--- src/rtl/seq_pkg.sv ---
// Shared state encoding and idle line level for the serial pattern
// transmitter and its companion sequence detector.
package seq_pkg;

    typedef enum logic {
        ST_IDLE = 1'b0,
        ST_SEND = 1'b1
    } state_e;

    localparam logic IDLE_LEVEL = 1'b0;

endpackage

--- src/rtl/seq_pattern_tx.sv ---
// Serial pattern transmitter: sends a captured pattern MSB-first, one bit per
// clock, repeated back-to-back, with busy/bit_valid framing and a done pulse.
module seq_pattern_tx
    import seq_pkg::*;
#(
    parameter int unsigned WIDTH = 8,
    parameter int unsigned LEN_W = 4,
    parameter int unsigned CNT_W = 4
) (
    input  logic             Clk,
    input  logic             Reset,
    input  logic             load,
    input  logic [WIDTH-1:0] data,
    input  logic [LEN_W-1:0] len,
    input  logic [CNT_W-1:0] reps,
    output logic             w,
    output logic             bit_valid,
    output logic             busy,
    output logic             done
);

    localparam int unsigned IDX_W = (WIDTH > 1) ? $clog2(WIDTH) : 1;

    state_e             state_q, state_d;
    logic [WIDTH-1:0]   sreg_q, sreg_d;
    logic [LEN_W-1:0]   len_q, len_d;
    logic [LEN_W-1:0]   idx_q, idx_d;
    logic [CNT_W-1:0]   rep_q, rep_d;
    logic               w_q, w_d;
    logic               bit_valid_q, bit_valid_d;
    logic               busy_q, busy_d;
    logic               done_q, done_d;

    logic [LEN_W-1:0]   eff_len_c;
    logic [CNT_W-1:0]   eff_reps_c;
    logic [LEN_W-1:0]   first_idx_c;
    logic [LEN_W-1:0]   next_idx_c;

    // Out-of-range length and zero repeat count fall back to full width / one rep.
    always_comb begin
        eff_len_c   = (len == '0 || len > LEN_W'(WIDTH)) ? LEN_W'(WIDTH) : len;
        eff_reps_c  = (reps == '0) ? CNT_W'(1) : reps;
        first_idx_c = eff_len_c - LEN_W'(1);
        next_idx_c  = idx_q - LEN_W'(1);
    end

    always_comb begin
        state_d     = state_q;
        sreg_d      = sreg_q;
        len_d       = len_q;
        idx_d       = idx_q;
        rep_d       = rep_q;
        w_d         = w_q;
        bit_valid_d = bit_valid_q;
        busy_d      = busy_q;
        done_d      = 1'b0;

        case (state_q)
            ST_IDLE: begin
                w_d         = IDLE_LEVEL;
                bit_valid_d = 1'b0;
                busy_d      = 1'b0;
                if (load) begin
                    state_d     = ST_SEND;
                    sreg_d      = data;
                    len_d       = eff_len_c;
                    idx_d       = first_idx_c;
                    rep_d       = eff_reps_c;
                    w_d         = data[IDX_W'(first_idx_c)];
                    bit_valid_d = 1'b1;
                    busy_d      = 1'b1;
                end
            end
            ST_SEND: begin
                // idx_q is the index of the bit currently on w.
                if (idx_q != '0) begin
                    idx_d = next_idx_c;
                    w_d   = sreg_q[IDX_W'(next_idx_c)];
                end else if (rep_q > CNT_W'(1)) begin
                    rep_d = rep_q - CNT_W'(1);
                    idx_d = len_q - LEN_W'(1);
                    w_d   = sreg_q[IDX_W'(len_q - LEN_W'(1))];
                end else begin
                    state_d     = ST_IDLE;
                    w_d         = IDLE_LEVEL;
                    bit_valid_d = 1'b0;
                    busy_d      = 1'b0;
                    done_d      = 1'b1;
                end
            end
            default: state_d = ST_IDLE;
        endcase
    end

    always_ff @(posedge Clk or negedge Reset) begin
        if (!Reset) begin
            state_q     <= ST_IDLE;
            sreg_q      <= '0;
            len_q       <= '0;
            idx_q       <= '0;
            rep_q       <= '0;
            w_q         <= 1'b0;
            bit_valid_q <= 1'b0;
            busy_q      <= 1'b0;
            done_q      <= 1'b0;
        end else begin
            state_q     <= state_d;
            sreg_q      <= sreg_d;
            len_q       <= len_d;
            idx_q       <= idx_d;
            rep_q       <= rep_d;
            w_q         <= w_d;
            bit_valid_q <= bit_valid_d;
            busy_q      <= busy_d;
            done_q      <= done_d;
        end
    end

    assign w         = w_q;
    assign bit_valid = bit_valid_q;
    assign busy      = busy_q;
    assign done      = done_q;

endmodule
--- config.mk ---
export PLATFORM = sky130hd
export DESIGN_NAME = seq_pattern_tx
export DESIGN_NICKNAME = d
export VERILOG_FILES = /design/src/rtl/seq_pkg.sv /design/src/rtl/seq_pattern_tx.sv
export SDC_FILE = /design/constraint.sdc
export NUM_CORES = 1
export LEC_CHECK = 0
export BUFFER_PORTS_ARGS = -buffer_cell sky130_fd_sc_hd__buf_2
export CAP_MARGIN = 5
export CORE_ASPECT_RATIO = 1.1
export CORE_MARGIN = 4
export CORE_UTILIZATION = 35
export DETAILED_ROUTE_END_ITERATION = 12
export PLACE_DENSITY = 0.65
export SLEW_MARGIN = 20
export SYNTH_ARGS = -nofsm -noshare
export SYNTH_HDL_FRONTEND = slang
export SYNTH_SLANG_ARGS = --single-unit
--- constraint.sdc ---
create_clock -name Clk -period 1.9 [get_ports Clk]
set_input_delay 0.19 -clock Clk [delete_from_list [all_inputs] [get_ports Clk]]
set_output_delay 0.19 -clock Clk [all_outputs]
set_load 0.01 [all_outputs]
==> impl_metrics.yaml <==
cells_and_area:
  fillCellCount: 359
  area_growth_pct: 19.8
  regArea_um2: 601
  drive_gt1_share_pct: 38.1
  antenna_cells: 0
  multi_input_area_um2: 792
  final_area_um2: 1740
  fin_nets: 185
  layout.cells.non_filler: 212
die:
  die_h_um: 75.6
  initial_core_util_pct: 36.4
  dieArea_um2: 5250
  rows: 24
  io_pins: 23
  core_area_um2: 3990
  dieWidth_um: 69.5
cts:
  cts_num_sinks: 24
  clockBufferDepth: 2
  root_buffer: "clkbuf_8"
  clk_pin_slew_worst_paths_ns: 0.09
  cts_tree: "yes"
  cts_htree_levels: 1
  insertion_delay_ns: 0.27
  numCtsBuffers: 3
global_route:
  grt_pass1_wl_um: 5450
  grt_max_degree: 25
  grt_pass1_vias: 1189
  grt_overflow_total: 0
  grt_usage_pct: 13.0
  antenna_found_initial: 0
synth:
  syn_area_per_cell_um2: 11.1
  async_flop_share_pct: 100
  synth_fp_nets: 155
  synth_edf_count: 0
  yosys_most_used_dff: "dfrtp_1"
  ys_seq_area_share_pct: 41.3
  synth_cell_types: 38
  ys_ff_latch: 24
  yosys_warnings: 0
  synthCells: 131
  syn_area_um2: 1460
min_path:
  hold_start: "data[0]"
  timing.hold.worst_path_depth: 2
  hp-class: "input port to register"
  hold_end: "sreg_q[0]"
flow_run:
  maxCapViolations: 0
critical_path:
  reg2regPathDepth: 7
  worstPathArrival_ns: 1.96
  r2r-end: "rep_q[2]"
  required_ns: 2.06
  crit_path_end_kind: "register"
  reg2reg_slack_ns: 0.1
  critPathMaxFanout: 5
  start_kind: "register"
  worst-setup-path-type: "register to register"
  r2r-start: "idx_q[0]"
route:
  postRouteAntennaNets: 0
  dr.pass1.iters: 4
  drt-wirelength-per-cell_um: 15.2
  wirelength_um: 3210
  vias: 1150
  drc_errors: 0
  drt_iter0_markers: 79
  viasPerCell: 5.42
timing:
  max_slew_margin_pct: 63.1
  hold_viol: 0
  finalCriticalPeriod_ns: 1.80
  worst_pin_slew_ns: 0.553
  finalCritPeriodShare_pct: 95.0
  drv_slew: 0
  fmax_ghz: 0.554
  finalSetupViolations: 0
  tns_ns: 0
  rsz0062_at_grt: "false"
  finClkSkew_ns: 0.00504
pwr:
  peakVddDrop_v: 0.000586
  p_leak_uw: 0.000813
  power.density_nw_per_um2: 1630
placed_design:
  placed_cells: 206
  dpl_cell_area_um2: 1630
  gp_congestion: 0.805
  io_buffers: 22
  hpwl_um: 2380
outcome:
  status: "finished clean"
==> synthesized netlist by cell type (2+ instances only) <==
cell       n  area (um2)
mux2_2    10         113
inv_1     11        41.3
nand2b_1   2        12.5
mux4_2     6         135
ha_1       5        62.6
nand2_1    7        26.3
nor3_1     8        40.0
nor2b_1    3        18.8
a21o_2     2        17.5
xor2_1     2        17.5
nor2_1     6        22.5
mux2i_1    6        60.1
dfrtp_1   24         601
clkbuf_8   2        27.5
a21oi_1    8        40.0
o21ai_0    7        35.0
==> timing repair <==
item | in CTS | in global routing
hold buffers | 1 | 0
setup buffers | 0 | 1
setup endpoints to repair | 0 | 3
resized for setup | 0 | 5
endpoints found under the hold margin | 24 | 0
==> worst max-delay path by stage <==
stage	start	endpoint	slack (ns)	cells after the start
after global routing	rep_q[1]	idx_q[0]	0.006	7
final	idx_q[0]	rep_q[2]	0.1	7
after detailed placement	idx_q[0]	rep_q[2]	0.06	7
after floorplan	idx_q[0]	rep_q[2]	0.03	7
after global placement	idx_q[0]	rep_q[2]	0.13	7
after CTS	idx_q[0]	rep_q[2]	0.03	7
==> area by class of cell <==
| class | count | area share, % |
|---|---|---|
| clock buffer | 3 | 2.37 |
| clock inverter | 1 | 1.72 |
| inverter | 11 | 2.37 |
| multi-input combinational | 91 | 45.4 |
| sequential | 24 | 34.5 |
| tap | 52 | 3.73 |
| timing repair buffer | 30 | 9.91 |
==> metal layers <==
| metal | share of wire [%] | up-vias | GRT usage (%) |
|---|---|---|---|
| li1 | - | 537 | - |
| met2 | 52 | 39 | 25.2 |
| met3 | 5.9 | 4 | 3.56 |
| met1 | 42 | 570 | 14.3 |
| met5 | 0 | - | 0 |
| met4 | 0.78 | 0 | 3.25 |
==> cell families after synthesis <==
kind of cell / after synthesis / share of synthesized area [%]
simple gates: 33 / 12.3
compound gates: 28 / 13.3
flops: 24 / 41.3
mux: 22 / 21.2
buf+inv: 16 / 5.85
fa+ha+maj: 5 / 4.30
xor+xnor: 3 / 1.81
==> sequential cells by signal (all words and copies together) (netlist names) <==
signal / count
rep_q: 4
busy: 1
idx_q: 4
state_q: 1
len_q: 4
w: 1
done: 1
sreg_q: 8
==> cells in the final DEF (no fill, tap or decap), types with 2 or more instances in the layout <==
cell type and n:
dfrtp_1 24, nor3_1 8, a21o_2 2, nor2b_1 3
o21ai_0 7, inv_1 10, ha_1 4, xor2_1 2
nor2_1 5, mux4_2 6, a21oi_1 8, mux2_2 10
nand2_1 7, buf_2 22, buf_4 7, nand2b_1 2
mux2i_1 6, clkbuf_8 3
==> where the power goes <==
| group | internal [uW] | switching, uW | total (uW) |
|---|---|---|---|
| clock | 282 | 172 | 454 |
| combinational | 772 | 657 | 1430 |
| sequential | 746 | 212 | 958 |
| total | 1800 | 1040 | 2840 |
==> critical path: stages (launching register included) <==
cell and delay (ns):
dfrtp_1 0.40, inv_2 0.08, ha_2 0.21, nor3b_4 0.26
o311a_4 0.26, nand2_2 0.06, o2bb2ai_1 0.12, a221o_1 0.29
==> metrics by stage <==
step	setup slack, ns	hold slack (ns)	utilization (%)	total power [uW]
final	0.0952	0.154	43.6	2840
after detailed placement	0.0569	0.219	40.9	2320
after global placement	0.129	0.202	40.9	2290
after global routing	0.00622	0.161	43.6	3060
after CTS	0.0342	0.153	42.9	2780
after floorplan	0.0318	-0.106	-	2000
Power figures use the tool's default switching activity.
